--- config.mk ---
export PLATFORM = sky130hd
export DESIGN_NAME = ras_ctrl
export DESIGN_NICKNAME = d
export VERILOG_FILES = /design/src/rtl/ras_pkg.sv /design/src/rtl/ras_ckpt_table.sv /design/src/rtl/ras_ctrl.sv
export SDC_FILE = /design/constraint.sdc
export NUM_CORES = 1
export LEC_CHECK = 0
export ABC_AREA = 1
export BUFFER_PORTS_ARGS = -buffer_cell sky130_fd_sc_hd__buf_2
export CAP_MARGIN = 20
export CORE_ASPECT_RATIO = 1.5
export CORE_MARGIN = 4
export CORE_UTILIZATION = 40
export DETAILED_ROUTE_END_ITERATION = 16
export PLACE_DENSITY = 0.77
export SLEW_MARGIN = 20
export SYNTH_ARGS = -nofsm -noshare
export SYNTH_HDL_FRONTEND = slang
export SYNTH_SLANG_ARGS = --single-unit
--- constraint.sdc ---
create_clock -name clk -period 7.11 [get_ports clk]
set_input_delay 1.0665 -clock clk [delete_from_list [all_inputs] [get_ports clk]]
set_output_delay 1.0665 -clock clk [all_outputs]
set_load 0.05 [all_outputs]
--- src/rtl/ras_pkg.sv ---
// Shared definitions for the RAS sequencer/arbiter.
//   ras_state_t : sequencer state (IDLE pass-through, REWIND pointer restore)
//   DEF_SIZE_RAS / DEF_SIZE_CKPT : default RAS depth and checkpoint slot count
//   ras_dist    : (a - b) mod size for power-of-two sizes
package ras_pkg;

    typedef enum logic {
        IDLE   = 1'b0,
        REWIND = 1'b1
    } ras_state_t;

    localparam int DEF_SIZE_RAS  = 16;
    localparam int DEF_SIZE_CKPT = 8;

    // Forward distance from b to a on a ring of 'size' entries (size a power of two).
    function automatic int unsigned ras_dist(input int unsigned a,
                                             input int unsigned b,
                                             input int unsigned size);
        return (a - b) & (size - 1);
    endfunction

endpackage

--- src/rtl/ras_ckpt_table.sv ---
// Checkpoint FIFO of RAS top-of-stack pointers, one slot per in-flight branch.
// Ports:
//   clk, reset      : clock, synchronous active-low reset (clears head/tail/count)
//   alloc           : request to allocate a slot at head (already qualified by caller)
//   alloc_val       : TOS value written into the allocated slot
//   free            : retire the oldest slot (ignored when empty)
//   squash          : execute misprediction; discards all slots younger than squash_id
//   squash_id       : checkpoint id of the mispredicted branch, also the read address
//   rd_val          : TOS value stored in slot squash_id
//   head            : id the next allocation will receive
//   full            : all slots in use
module ras_ckpt_table
    import ras_pkg::*;
#(
    parameter int SIZE_RAS_LOG  = 4,
    parameter int SIZE_CKPT     = DEF_SIZE_CKPT,
    parameter int SIZE_CKPT_LOG = 3
) (
    input  logic                     clk,
    input  logic                     reset,
    input  logic                     alloc,
    input  logic [SIZE_RAS_LOG-1:0]  alloc_val,
    input  logic                     free,
    input  logic                     squash,
    input  logic [SIZE_CKPT_LOG-1:0] squash_id,
    output logic [SIZE_RAS_LOG-1:0]  rd_val,
    output logic [SIZE_CKPT_LOG-1:0] head,
    output logic                     full
);

    localparam int CNT_W = SIZE_CKPT_LOG + 1;

    logic [SIZE_RAS_LOG-1:0]  slots [SIZE_CKPT];
    logic [SIZE_CKPT_LOG-1:0] head_q;
    logic [SIZE_CKPT_LOG-1:0] tail_q;
    logic [CNT_W-1:0]         count_q;
    logic                     free_ok;
    logic                     alloc_ok;

    assign full    = (count_q == CNT_W'(SIZE_CKPT));
    assign free_ok = free && (count_q != '0);
    // A free in the same cycle releases the tail slot (which is the head slot when
    // full), so a full table still accepts an allocation paired with a free.
    assign alloc_ok = alloc && !squash && (!full || free_ok);

    assign head   = head_q;
    assign rd_val = slots[squash_id];

    always_ff @(posedge clk) begin
        if (!reset) begin
            head_q  <= '0;
            tail_q  <= '0;
            count_q <= '0;
        end else begin
            if (free_ok) begin
                tail_q <= tail_q + 1'b1;
            end
            if (squash) begin
                // Keep the mispredicted branch's slot and everything older than it.
                head_q  <= squash_id + 1'b1;
                count_q <= CNT_W'(ras_dist(32'(squash_id), 32'(tail_q), SIZE_CKPT) + 32'd1)
                           - CNT_W'(free_ok);
            end else begin
                if (alloc_ok) begin
                    head_q <= head_q + 1'b1;
                end
                count_q <= count_q + CNT_W'(alloc_ok) - CNT_W'(free_ok);
            end
        end
    end

    always_ff @(posedge clk) begin
        if (alloc_ok) begin
            slots[head_q] <= alloc_val;
        end
    end

endmodule

--- src/rtl/ras_ctrl.sv ---
// Sequencer/arbiter in front of the fetch-stage return address stack.
// Merges fetch call/return and decode recovery into the RAS push/pop port,
// checkpoints the RAS TOS per branch and rewinds TOS one pop per cycle after
// an execute misprediction while stalling fetch.
// Ports:
//   clk, reset                          : clock, synchronous active-low reset
//   fetchValid_i/fetchCall_i/fetchRtr_i : fetch bundle and predicted call/return
//   fetchPushAddr_i                     : return address pushed for a call
//   ckptAlloc_i/ckptId_o/ckptFull_o     : checkpoint allocation, id given, table full
//   ckptFree_i                          : retire oldest checkpoint
//   recoverID_i/callID_i/rtrID_i        : decode-stage recovery info
//   callPCID_i/callPCID_o               : decoded call PC, forwarded to the RAS
//   recoverEX_i/recoverEXId_i           : execute misprediction and its checkpoint
//   push_o/pop_o/pushAddr_o             : RAS command port
//   flagRecoverID_o/flagCallID_o/flagRtrID_o : RAS decode-recovery controls
//   stall_o                             : fetch must hold
// Optional build macro RAS_CTRL_PERF_EN adds rewindCycles_o and ckptFullCycles_o
// (32-bit saturating event counters, cleared on reset).
module ras_ctrl
    import ras_pkg::*;
#(
    parameter int SIZE_PC       = 32,
    parameter int SIZE_RAS      = DEF_SIZE_RAS,
    parameter int SIZE_RAS_LOG  = 4,
    parameter int SIZE_CKPT     = DEF_SIZE_CKPT,
    parameter int SIZE_CKPT_LOG = 3
) (
    input  logic                     clk,
    input  logic                     reset,
    input  logic                     fetchValid_i,
    input  logic                     fetchCall_i,
    input  logic                     fetchRtr_i,
    input  logic [SIZE_PC-1:0]       fetchPushAddr_i,
    input  logic                     ckptAlloc_i,
    output logic [SIZE_CKPT_LOG-1:0] ckptId_o,
    output logic                     ckptFull_o,
    input  logic                     ckptFree_i,
    input  logic                     recoverID_i,
    input  logic                     callID_i,
    input  logic                     rtrID_i,
    input  logic [SIZE_PC-1:0]       callPCID_i,
    input  logic                     recoverEX_i,
    input  logic [SIZE_CKPT_LOG-1:0] recoverEXId_i,
    output logic                     push_o,
    output logic                     pop_o,
    output logic [SIZE_PC-1:0]       pushAddr_o,
    output logic                     flagRecoverID_o,
    output logic                     flagCallID_o,
    output logic                     flagRtrID_o,
    output logic [SIZE_PC-1:0]       callPCID_o,
    output logic                     stall_o
`ifdef RAS_CTRL_PERF_EN
    ,
    output logic [31:0]              rewindCycles_o,
    output logic [31:0]              ckptFullCycles_o
`endif
);

    ras_state_t              state_q;
    ras_state_t              state_d;
    logic [SIZE_RAS_LOG-1:0] tos_sh;
    logic [SIZE_RAS_LOG-1:0] tos_cp_sh;
    logic [SIZE_RAS_LOG-1:0] tos_base;
    logic [SIZE_RAS_LOG-1:0] tos_next;
    logic [SIZE_RAS_LOG-1:0] target_q;
    logic [SIZE_RAS_LOG-1:0] ckpt_val;
    logic                    sh_push;
    logic                    sh_pop;
    logic                    alloc_req;

    // Command muxing and next state. Everything is held off while reset is low.
    always_comb begin
        state_d         = state_q;
        push_o          = 1'b0;
        pop_o           = 1'b0;
        pushAddr_o      = '0;
        flagRecoverID_o = 1'b0;
        flagCallID_o    = 1'b0;
        flagRtrID_o     = 1'b0;
        callPCID_o      = '0;
        stall_o         = 1'b0;
        if (reset) begin
            case (state_q)
                IDLE: begin
                    if (recoverEX_i) begin
                        // Misprediction outranks decode and fetch; rewind only if TOS moved.
                        if (ras_dist(32'(tos_sh), 32'(ckpt_val), SIZE_RAS) != 0) begin
                            state_d = REWIND;
                        end
                    end else begin
                        push_o          = fetchValid_i & fetchCall_i & ~recoverID_i;
                        pop_o           = fetchValid_i & fetchRtr_i & ~recoverID_i;
                        flagRecoverID_o = recoverID_i;
                        flagCallID_o    = callID_i;
                        flagRtrID_o     = rtrID_i;
                        callPCID_o      = callPCID_i;
                        if (fetchValid_i & fetchCall_i & ~recoverID_i) begin
                            pushAddr_o = fetchPushAddr_i;
                        end
                    end
                end
                REWIND: begin
                    stall_o = 1'b1;
                    pop_o   = (tos_sh != target_q);
                    // A new misprediction reloads the target, so stay to re-evaluate.
                    if (!recoverEX_i && (tos_sh == target_q)) begin
                        state_d = IDLE;
                    end
                end
                default: state_d = IDLE;
            endcase
        end
    end

    // Shadow pointer follows the RAS rule exactly, including decode recovery.
    assign tos_base = flagRecoverID_o ? tos_cp_sh : tos_sh;
    assign sh_push  = push_o | (flagRecoverID_o & flagCallID_o);
    assign sh_pop   = pop_o | (flagRecoverID_o & flagRtrID_o);
    assign tos_next = tos_base + SIZE_RAS_LOG'(sh_push) - SIZE_RAS_LOG'(sh_pop);

    always_ff @(posedge clk) begin
        if (!reset) begin
            state_q   <= IDLE;
            tos_sh    <= '0;
            tos_cp_sh <= '0;
        end else begin
            state_q   <= state_d;
            tos_sh    <= tos_next;
            tos_cp_sh <= flagRecoverID_o ? tos_next : tos_sh;
        end
    end

    always_ff @(posedge clk) begin
        if (recoverEX_i) begin
            target_q <= ckpt_val;
        end
    end

    // Fetch-side allocation is ignored while rewinding or when a misprediction lands.
    assign alloc_req = ckptAlloc_i & (state_q == IDLE) & ~recoverEX_i & reset;

    ras_ckpt_table #(
        .SIZE_RAS_LOG  (SIZE_RAS_LOG),
        .SIZE_CKPT     (SIZE_CKPT),
        .SIZE_CKPT_LOG (SIZE_CKPT_LOG)
    ) u_ckpt (
        .clk       (clk),
        .reset     (reset),
        .alloc     (alloc_req),
        .alloc_val (tos_next),
        .free      (ckptFree_i),
        .squash    (recoverEX_i),
        .squash_id (recoverEXId_i),
        .rd_val    (ckpt_val),
        .head      (ckptId_o),
        .full      (ckptFull_o)
    );

`ifdef RAS_CTRL_PERF_EN
    always_ff @(posedge clk) begin
        if (!reset) begin
            rewindCycles_o   <= '0;
            ckptFullCycles_o <= '0;
        end else begin
            if ((state_q == REWIND) && (rewindCycles_o != '1)) begin
                rewindCycles_o <= rewindCycles_o + 1'b1;
            end
            if (ckptFull_o && ckptAlloc_i && (ckptFullCycles_o != '1)) begin
                ckptFullCycles_o <= ckptFullCycles_o + 1'b1;
            end
        end
    end
`endif

endmodule

## Yosys cells after proc, flatten, opt, wreduce, memory -nomap -nowiden

Memory sizes are Yosys's and may differ from the RTL's.
Index checks and enable logic that the tools add are counted.

- Bits in writable memories: 32
- Word-level logic and storage cells: 81
- Output and inout bits: 74
- Memories kept: 1
- Bits in registers: 23
- Bits of input ports: 78

- Add/sub/neg operators: 11
- Muxes and demuxes: 35
- Bitwise gates (word level): 14
- Reduce and logical (&&, ||, !) cells: 10
- Eq/ne operators: 3

Memory list:

| name | words | width | rd ports | clocked after memory_dff | wr ports | line | source |
|---|---|---|---|---|---|---|---|
| u_ckpt.slots | 8 | 4 | 1 | 0 | 1 | ras_ckpt_table.sv:33 | `logic [SIZE_RAS_LOG-1:0] slots [SIZE_CKPT];` |

Operators by type and width:

| kind | number |
|---|---|
| 32-bit 2-to-1 mux | 7 |
| 32-bit nonzero test | 1 |
| 1-bit 2-to-1 mux | 21 |
| 4-bit 2-to-1 mux | 3 |
| 4-bit by 1-bit subtractor with 4-bit output | 3 |
| 3-bit by 1-bit adder with 3-bit output, second input constant | 3 |
| 1-bit AND | 9 |
| 4-bit by 1-bit adder with 4-bit output | 2 |
| 3-bit 2-to-1 mux | 2 |
| 3-bit by 1-bit adder with 4-bit output, second input constant | 1 |
| 4-bit == test | 1 |
| 4-bit == test, second input constant | 1 |
| 1-bit logical AND | 4 |
| 4-bit inequality test | 1 |
| 1-bit case mux with 2 select lines | 2 |
| 4-bit nonzero test | 1 |
| 4-bit subtractor | 1 |
| 1-bit NOT | 3 |
| 3-bit subtractor | 1 |
| 1-bit logical NOT | 2 |
| 1-bit OR | 2 |
| 2-bit nonzero test | 1 |
| 1-bit logical OR | 1 |

## Logic depth before layout (Yosys ltp)

- Depth after elaboration: 9
- Mapped depth: 18

## Cells and area by module

Synthesis repeated with hierarchy kept, for this count alone.

- Cell total of the unflattened synthesis: 469
- Area, all modules: 3500.9 um2

By module, submodules not included:

| module | sequential area each (um2) | area each (um2) | cells each | instances |
|---|---|---|---|---|
| ras_ckpt_table | 1161.1 | 2127.0 | 219 | 1 |
| ras_ctrl | 300.3 | 1373.8 | 250 | 1 |

## Worst setup path after synthesis

No wires, ideal clock.

- Path type: input to output
- Start: in recoverEX_i
- End: out pushAddr_o[10]
- Setup slack: 3.040 ns
- Stages on the path: 5
- Data required time: 6.043 ns
- Buffers on the path: 2
- Arrival: 3.003 ns
- Cells stage by stage: buf_2 nor4_4 inv_1 buf_2 nor2_1

- Cells in the longest elaborated chain, start to end: 3

Ends and longest elaborated chain:

| element | line | source |
|---|---|---|
| from (decl) | ras_ctrl.sv:42 | `input logic recoverEX_i,` |
| 32-bit 2-to-1 mux | ras_ctrl.sv:85 | `if (recoverEX_i) begin` |
| 32-bit 2-to-1 mux | ras_ctrl.sv:83 | `case (state_q)` |
| 32-bit 2-to-1 mux | ras_ctrl.sv:82 | `if (reset) begin` |
| to (decl) | ras_ctrl.sv:46 | `output logic [SIZE_PC-1:0] pushAddr_o,` |

No other way between the ends.

## Worst setup path after layout

- Start: in reset
- End: reg tos_cp_sh[2]

- Cells in the longest elaborated chain, start to end: 6
- Elaborated cells between the ends (all ways): 13
- Those cells by class: add/sub (2); mux (7); bitwise (4)

Ends and longest elaborated chain:

| element | line | source |
|---|---|---|
| from (decl) | ras_ctrl.sv:29 | `input logic reset,` |
| 1-bit 2-to-1 mux | ras_ctrl.sv:82 |  |
| 1-bit AND | ras_ctrl.sv:117 | `assign sh_push = push_o \| (flagRecoverID_o & flagCallID_o);` |
| 1-bit OR | ras_ctrl.sv:117 |  |
| 4-bit by 1-bit adder with 4-bit output | ras_ctrl.sv:119 | `assign tos_next = tos_base + SIZE_RAS_LOG'(sh_push) - SIZE_RAS_LOG'(sh_pop);` |
| 4-bit by 1-bit subtractor with 4-bit output (*) | ras_ctrl.sv:119 |  |
| named net tos_next[2] | ras_ctrl.sv:64 | `logic [SIZE_RAS_LOG-1:0] tos_next;` |
| 4-bit 2-to-1 mux (*) | ras_ctrl.sv:129 | `tos_cp_sh <= flagRecoverID_o ? tos_next : tos_sh;` |
| to (signal assigned) | ras_ctrl.sv:129 |  |
| to (decl) | ras_ctrl.sv:62 | `logic [SIZE_RAS_LOG-1:0] tos_cp_sh;` |

The timed path passes the listed nets; every way through them passes the cells marked *.
A chain may end at the register's enable or synchronous reset.

==> impl_metrics.csv <==
group,metric,value,unit
worst_hold_path,worstHoldPathType,"reg -> reg",
timing,finalSetupViolations,0,
timing,drv_slew,0,
clock_tree,cts.sinks,55,
route,drt-initial-drc-count,285,
critical_path,critPathCaptureType,"register",
worst_hold_path,min_path_cells,1,
global_route,grt_util_met3,0.0352,
global_route,groute.layer.met2.usage,0.340,
route,drt_wl_total,10000,µm
timing,tightest_slew,1.15,ns
yosys,synth_compound_area_frac,0.0726,
power_and_ir_drop,fin_total_pwr,1.17,mW
critical_path,r2r-start,"state_q$_SDFF_PN0_",
timing,hold_ws,0.494,ns
layout,stdcell_area,4450,µm²
yosys,synth_nets,560,
route,ant_nets,0,
clock_tree,clockBufferDepth,2,
yosys,synth_area_per_cell,7.53,µm²
layout,instances_no_fill,711,
yosys,synth_simple_gate_area_frac,0.241,
worst_hold_path,min_from,"u_ckpt.tail_q[0]$_SDFFE_PN0P_",
yosys,synth-edff-count,36,
power_and_ir_drop,power_density,264,nW/µm²
clock_tree,clk_latency,0.29,ns
timing,period_share,0.572,
die,pin_count,152,
critical_path,path_class,"in -> reg",
yosys,syn_area,3460,µm²
yosys,ys_warn_count,0,
yosys,postSynth.asyncResetShare,0,
clock_tree,cts_resized,0,
timing,max_slew_margin,0.227,
run_status,status,"complete, no violations",
critical_path,required,7.32,ns
place,post-place-ws,2.84,ns
timing,min_period,4.07,ns
critical_path,ff2ff_path_depth,12,
clock_tree,cts-htree-levels,2,
yosys,synth_top_flop_cell,"edfxtp_1",
clock_tree,clk_transition_reported_paths,0.06,ns
timing,fin_ws,3.04,ns
global_route,top_usage_layer,"met2",
place,portBuffers,151,
yosys,synth_top_area_frac,0.312,
run,drv_cap,0,
timing,skew,0.00278,ns
global_route,track_usage,0.190,
die,chipWidth,84.0,µm
yosys,synth_top_family_by_area,"simple AND/OR/NAND/NOR gates",
place,place_congestion,0.832,
die,start_util,0.412,
clock_tree,post_cts_buffers,0,
die,dieArea,10200,µm²
place,dpl.cell_count,704,
yosys,ys_top_cells_by_count,"inv_1 (120), nor2_1 (87), nand2_1 (62)",
critical_path,cp-startpoint,"reset",
layout,syn_to_final_growth,28.5,%
timing,tns,0,ns
yosys,ys_ff_latch,55,
critical_path,start_kind,"input pin",
route,wl_per_cell,14.1,µm
layout,diodes,0,
clock_tree,cts_tree,"built",
global_route,grt_pass1_vias,3329,
timing,rsz0062_at_grt,"false",
yosys,postSynthCellCount,460,
critical_path,cp_max_fo,33,
yosys,yosys-top-cells-area,"edfxtp_1 (31%), inv_1 (13%), dfxtp_1 (11%)",
layout,finalNetCount,704,
power_and_ir_drop,vdd_drop_max,0.153,mV
route,drc_errors,0,
global_route,grt.overflow.total,0,
yosys,ys_seq_area_frac,0.422,
layout,fin_util,0.529,
critical_path,cp.arrival,4.28,ns
route,route.vias.total,3370,
die,die_h,122,µm
clock_tree,cts_root_buf,"clkbuf_16",
die,core,8410,µm²
yosys,synth_xor_area_frac,0.0253,
clock_tree,cts-buffers-inserted,5,
yosys,synth_area_leader_cell,"edfxtp_1",
die,rows,41,
timing,hold_violations,0,
timing,fmax,246,MHz
place,postPlaceCellArea,4280,µm²
global_route,grt_max_degree,34,
power_and_ir_drop,p_leak,2.59,nW
yosys,yosysUniqueCellTypes,29,
global_route,use_met1,0.227,
global_route,antenna_found_initial,0,
layout,drive_gt1_frac,0.278,
route,detail_route.first_pass.iterations,5,
yosys,yosysMostFrequentCell,"inv_1",
place,hpwl,8130,µm
yosys,synthAdderAreaFrac,0.0860,
route,post_drt_via_cell_ratio,4.74,
clock_tree,cts_hold_buf,0,
yosys,synth_mux_area_frac,0,
global_route,grt_pass1_wl,15500,µm
## metal layers
metal | wire length [µm] | part of all wire | vias up
li1 | - | - | 1693
met1 | 3850 | 0.38 | 1516
met2 | 5240 | 0.52 | 142
met3 | 684 | 0.068 | 19
met4 | 250 | 0.025 | 0
met5 | 0 | 0 | -
## cell usage in the layout (no fill, tap or decap), types with 4 or more instances in the layout
cell	instances
inv_1	120
edfxtp_1	36
buf_2	151
o22ai_1	9
nand2_1	62
nor2_1	87
clkbuf_16	5
dfxtp_1	19
nand3_1	20
nor3_1	4
xnor2_1	7
ha_1	19
a21oi_1	11
o21ai_0	25
## flip-flops by register name (all words and copies together) (netlist names)
signal and count:
tos_sh 4, u_ckpt.slots 32, u_ckpt.tail_q 3, u_ckpt.head 3, state_q 1, tos_cp_sh 4, u_ckpt.count_q 4, target_q 4
## final timing paths
check	end	slack, ns
setup / recovery	tos_cp_sh[2]$_SDFF_PN0_	3.04
hold reg to reg	u_ckpt.tail_q[0]$_SDFFE_PN0P_	0.49
hold / removal	u_ckpt.tail_q[0]$_SDFFE_PN0P_	0.49
setup reg to reg	tos_cp_sh[2]$_SDFF_PN0_	3.84
## area by class of cell
| class | instances | area [µm²] |
|---|---|---|
| repair buffers | 151 | 756 |
| clock buffers | 6 | 129 |
| clock inverters | 1 | 30.0 |
| fillers | 803 | 3970 |
| inverters | 123 | 462 |
| flip-flops and latches | 55 | 1460 |
| multi-input cells | 268 | 1480 |
| well taps | 107 | 134 |
## power by group
part           switching [mW]  leakage [nW]  internal (mW)  total [mW]
Sequential             0.0272         0.487          0.423       0.450
Clock                   0.101        0.0769          0.164       0.265
Combinational           0.311          2.02          0.147       0.459
## cells by family after synthesis
kind of cell    Yosys count
compound gates           47
xor+xnor                 10
fa+ha+maj                22
buf+inv                 137
flops                    55
simple gates            189
## critical path, stage by stage
cell and delay [ns]:
buf_2 0.18, inv_2 0.24, nor4_4 0.09, inv_1 0.68, o21ai_0 0.19, inv_1 0.09
ha_1 0.22, inv_1 0.06, ha_1 0.16, inv_1 0.06, fa_1 0.37, xnor2_1 0.55
inv_1 0.13, o22ai_1 0.18
(Power assumes the default switching activity.)
